$ cat config.mk
export PLATFORM = sky130hd
export DESIGN_NAME = score_level
export DESIGN_NICKNAME = d
export VERILOG_FILES = /design/src/rtl/score_level.sv
export SDC_FILE = /design/constraint.sdc
export NUM_CORES = 1
export LEC_CHECK = 0
export BUFFER_PORTS_ARGS = -buffer_cell sky130_fd_sc_hd__clkbuf_2
export CORE_ASPECT_RATIO = 1.1
export CORE_MARGIN = 5
export CORE_UTILIZATION = 45
export CTS_BUF_LIST = sky130_fd_sc_hd__clkbuf_8
export DETAILED_ROUTE_END_ITERATION = 6
export PLACE_DENSITY = 0.65
export REMOVE_ABC_BUFFERS = 1
export SETUP_SLACK_MARGIN = 0.4
export SLEW_MARGIN = 20
export SYNTH_ARGS = -nofsm -noshare
export SYNTH_HDL_FRONTEND = slang
export SYNTH_SLANG_ARGS = --single-unit
$ cat constraint.sdc
create_clock -name CLOCK_50 -period 3.26 [get_ports CLOCK_50]
set_input_delay 0 -clock CLOCK_50 [delete_from_list [all_inputs] [get_ports CLOCK_50]]
set_output_delay 0 -clock CLOCK_50 [all_outputs]
set_load 0.01 [all_outputs]
$ cat src/rtl/score_level.sv
// score_level: line-clear scoring and thermometer level controller for the gravity tick generator.
// Optional back-to-back 4-line bonus when SCORE_LEVEL_B2B_EN is defined.
module score_level #(
  parameter int LINES_PER_LEVEL = 10,
  parameter int MAX_LEVEL = 5
) (
  input  logic        CLOCK_50,
  input  logic        resetn,
  input  logic        new_game,
  input  logic        clr_valid,
  input  logic [2:0]  clr_lines,
  output logic        clr_ready,
  output logic [4:0]  score,
  output logic [2:0]  level,
  output logic [9:0]  total_lines,
  output logic [15:0] points,
  output logic        level_up
);
  typedef enum logic [1:0] {IDLE, ADD, UPD} state_t;
  state_t state;
  logic [2:0] n_in, n_q, iter;
  logic [3:0] base_in, base_q;
  logic [5:0] lines_in_level;
  logic [16:0] pts_sum;
  logic [10:0] tot_sum;
  logic [6:0] lil_sum;
  assign n_in = clr_lines > 3'd4 ? 3'd4 : clr_lines;
`ifdef SCORE_LEVEL_B2B_EN
  logic b2b;
  assign base_in = n_in == 3'd4 ? (b2b ? 4'd12 : 4'd8) : {n_in, 1'b0} - 4'd1;
`else
  assign base_in = n_in == 3'd4 ? 4'd8 : {n_in, 1'b0} - 4'd1;
`endif
  assign pts_sum = {1'b0, points} + 17'(base_q);
  assign tot_sum = {1'b0, total_lines} + 11'(n_q);
  assign lil_sum = {1'b0, lines_in_level} + 7'(n_q);
  assign clr_ready = state == IDLE;
  always_ff @(posedge CLOCK_50) begin
    if (!resetn || new_game) begin
      state <= IDLE;
      n_q <= '0;
      base_q <= '0;
      iter <= '0;
      lines_in_level <= '0;
      score <= '0;
      level <= '0;
      total_lines <= '0;
      points <= '0;
      level_up <= 1'b0;
`ifdef SCORE_LEVEL_B2B_EN
      b2b <= 1'b0;
`endif
    end else begin
      level_up <= 1'b0;
      case (state)
        IDLE: if (clr_valid && n_in != 3'd0) begin
          n_q <= n_in;
          base_q <= base_in;
          iter <= level + 3'd1;
          state <= ADD;
        end
        ADD: begin
          points <= pts_sum[16] ? 16'hffff : pts_sum[15:0];
          iter <= iter - 3'd1;
          if (iter == 3'd1) state <= UPD;
        end
        UPD: begin
          total_lines <= tot_sum[10] ? 10'h3ff : tot_sum[9:0];
          if (level < 3'(MAX_LEVEL) && lil_sum >= 7'(LINES_PER_LEVEL)) begin
            level <= level + 3'd1;
            score <= {score[3:0], 1'b1};
            lines_in_level <= 6'(lil_sum - 7'(LINES_PER_LEVEL));
            level_up <= 1'b1;
          end else
            lines_in_level <= lil_sum > 7'(LINES_PER_LEVEL - 1) ? 6'(LINES_PER_LEVEL - 1) : 6'(lil_sum);
`ifdef SCORE_LEVEL_B2B_EN
          b2b <= n_q == 3'd4;
`endif
          state <= IDLE;
        end
        default: state <= IDLE;
      endcase
    end
  end
endmodule

==> results.md <==
| Quantity | This run |
|:---|:---|
| Post-Route Hold Slack | 120.2 ps |
| Layout Utilization | 51.94% |
| Max VDD drop | 0.0002084 V |
| Maximum clock frequency | 363.0 MHz |
| Area fraction in compound gates after synthesis | 22.44% |
| Number of distinct library cells after synthesis | 52 |
| Final Net Count | 437 |
| Time the worst path needs with I/O delays and setup | 2755 ps |
| Post-Syn Instances | 373 |
| Fraction of the mapped netlist area in adder cells | 9.387% |
| Pleak | 0.001348 uW |
| Die extent in x | 88.36 um |
| Final antenna diode count | 0 |
| Number of warnings reported in the yosys synthesis log | 0 |
| Worst relative slew slack | 42.42% |
| Starting density of the core | 46.09% |
| Die Footprint | 8499 um2 |
| Largest family of logic cells by synthesized area | compound AO/OA/AOI/OAI gates |
| Final worst path period share | 84.50% |
| Number of sinks driven by the clock tree | 53 |
| Drt initial violations | 148 |
| Setup Skew | 4.772 ps |
| Dpl hpwl | 4955 um |
| Routed wirelength normalized by instance count | 13.76 um |
| Global-route wire length before repair | 11700 um |
| Synth Flop Type | sky130_fd_sc_hd__dfxtp_1 |
| Least-Margin Pin Slew | 861.9 ps |
| Clk Tree Root Cell | sky130_fd_sc_hd__clkbuf_8 |
| CP Class | flop to flop |
| Worst Setup Start Kind | flop |
| Placer's final routability congestion estimate | 0.8532 |
| Post-synthesis share of cell area spent on xor and xnor gates | 5.434% |
| Total wirelength of the detailed-routed design | 6756 um |
| Layout-stage area growth over the synthesis result | 12.68% |
| TritonCTS clock tree | built |
| Initial antenna violation count | 0 |
| Result of the run | complete, no violations |
| Clock transition time at the flip-flop clock pins of the worst setup and hold paths | 90 ps |
| Ys async rst share | 0% |
| Drt via density | 5.599 |
| Core ar. | 6594 um2 |
| Length of the first detailed-routing pass in iterations | 4 |
| Netlist area before placement | 3039 um2 |
| Sequential Area | 1061 um2 |
| Cell count after placement | 480 |
| Multi-input combinational cell area | 1847 um2 |
| Overall fraction of global-route tracks in use | 16.93% |
| Share of layout cells above drive strength 1 | 15.40% |
| Crit. End Element | flop |
| Final setup violation count | 0 |
| Overall via count from detail_route | 2749 |
| Number of CTS-inserted buffers | 5 |
| Post-synth top area share | 34.91% |
| Vias in the first global route | 2534 |
| DRC viols | 0 |
| Flops & latches, synth | 53 |
| Type of the tightest min-delay check | input pin to flop |
| Simple-Gate Fraction of Synth Area | 21.94% |
| Post-synthesis sequential area ratio | 34.91% |
| Critical path data arrival time | 2990 ps |
| Deepest clock path buffer count | 2 |
| Overall power consumption | 1113 uW |
| Number of standard cells in the layout, taps in and fillers out | 491 |
| GRT Residual Overflow | 0 |
| Residual antenna-violating net count after detailed routing | 0 |
| Boundary pin count | 43 |
| Number of hold violations in the final report | 0 |
| Insertion delay to the later sink of the worst-skew pair | 300 ps |
| Worst Path Required | 3490 ps |
| Total number of H-tree levels | 2 |
| Total of buffers placed on input and output ports | 42 |
| Critical Path Fanout Max | 6 |
| Power Density | 325.0 nW/um2 |
| Total of fill cells in the finished design | 652 |
| Average footprint of a synthesized cell | 8.148 um2 |
| Largest net degree at the start of global routing | 27 |
| EDFF count, synth | 0 |
| Max Cap Viol | 0 |
| Number of cell rows | 31 |
| Fraction of synthesized area in multiplexers | 1.029% |
| Dominant cells by area after synthesis | sky130_fd_sc_hd__dfxtp_1 35%, sky130_fd_sc_hd__ha_1 7.4%, sky130_fd_sc_hd__a21oi_1 6.8% |
| Setup repair after global routing missed its margin | false |
| Most area-hungry cell type in the Yosys netlist | sky130_fd_sc_hd__dfxtp_1 |
| Height of the die | 96.19 um |
| Total negative slack for setup checks | 0 ps |
| Final-report max-slew violation count | 0 |
-- kinds of logic after synthesis --
kind of cell             Yosys count
buffers and inverters             35
AO/OA/AOI/OAI                    110
XOR/XNOR                          18
adder cells (fa/ha/maj)           21
multiplexers                       3
flip-flops                        53
AND/OR/NAND/NOR                  133
-- Yosys cell counts (all sizes together) (2+ instances only) --
master,number
and4,2
a31oi,10
clkbuf,17
nand2,28
nor4b,2
dfxtp,53
a311oi,2
nand3b,3
or3,2
and2,3
buf,3
nor2b,7
ha,18
and3,6
inv,15
nor3,13
fa,3
a2bb2oi,2
o21a,2
nor2,33
a21o,6
nand4,6
nand3,13
a211oi,6
nand2b,6
o21ai,24
o211ai,4
xnor2,14
nor4,3
xor2,4
mux2i,2
nor3b,3
a21oi,43
-- state kept, by name, indices dropped and copies added (netlist names) --
name            count
base_q              4
level_up            1
level               3
total_lines        10
iter                3
lines_in_level      6
n_q                 3
points             16
score               5
state               2
-- through the flow --
stage	cell area [um2]	setup WS, ps
6_report	3425	505.3
5_1_grt	3425	371.4
4_1_cts	3397	417.3
3_5_place_dp	3283	379.2
3_3_place_gp	3283	414.9
2_1_floorplan	2948	637.6
-- final cells by class --
class | count | share of cell area [%]
clock buffer | 6 | 2.411
clock inverter | 1 | 0.2192
sequential | 53 | 30.98
inverter | 15 | 1.644
timing repair buffer | 49 | 7.819
multi-input combinational | 285 | 53.93
tap | 82 | 2.996
-- final timing paths --
path	start	end	slack [ps]	cells after the start
min reg2reg	score[2]	score[3]	480	2
max reg2reg	n_q[0]	lines_in_level[0]	510	11
max	n_q[0]	lines_in_level[0]	510	11
min	clr_lines[0]	n_q[0]	120	4
-- repair_timing --
| action | 4_1_cts | 5_1_grt |
|---|---|---|
| gates cloned | 0 | 0 |
| setup buffers | 0 | 2 |
| endpoints found under the setup margin | 2 | 6 |
| resized for setup | 2 | 2 |
| endpoints found under the hold margin | 2 | 0 |
| hold buffers | 2 | 0 |
| pin swaps | 0 | 1 |
-- worst max-delay path, stage by stage, from the launching register on --
cell and delay [ps]:
sky130_fd_sc_hd__dfxtp_1 340, sky130_fd_sc_hd__ha_1 250, sky130_fd_sc_hd__fa_2 430, sky130_fd_sc_hd__xnor2_2 320
sky130_fd_sc_hd__buf_4 180, sky130_fd_sc_hd__ha_1 130, sky130_fd_sc_hd__a21boi_0 80, sky130_fd_sc_hd__a311o_1 380
sky130_fd_sc_hd__nand2_1 90, sky130_fd_sc_hd__nand4_1 170, sky130_fd_sc_hd__a21o_1 210, sky130_fd_sc_hd__a21oi_1 110
-- layout by cell type, fill, tap and decap left out, types with 10 or more instances in the layout --
cell / netlist / layout
sky130_fd_sc_hd__dfxtp_1: 53 / 53
sky130_fd_sc_hd__xnor2_1: 13 / 13
sky130_fd_sc_hd__o21ai_0: 22 / 22
sky130_fd_sc_hd__nor2_1: 33 / 33
sky130_fd_sc_hd__a21oi_1: 41 / 41
sky130_fd_sc_hd__clkbuf_2: 0 / 42
sky130_fd_sc_hd__inv_1: 15 / 15
sky130_fd_sc_hd__nand3_1: 13 / 13
sky130_fd_sc_hd__ha_1: 18 / 17
sky130_fd_sc_hd__nor3_1: 13 / 13
sky130_fd_sc_hd__nand2_1: 28 / 28
sky130_fd_sc_hd__a31oi_1: 10 / 10
-- where the power goes --
group          total, uW  internal [uW]  leakage [uW]  switching [uW]
Clock                376            168     0.0000433             208
Combinational       79.3           29.7      0.000877            49.6
Sequential           658            653      0.000428            4.91
-- metal layers --
layer / track usage [%] / part of all wire (%)
met5: 0 / 0
met4: 4.156 / 1.1
met3: 3.339 / 4.8
met2: 27.93 / 48
met1: 22.65 / 46
Power figures use the tool's default switching activity.
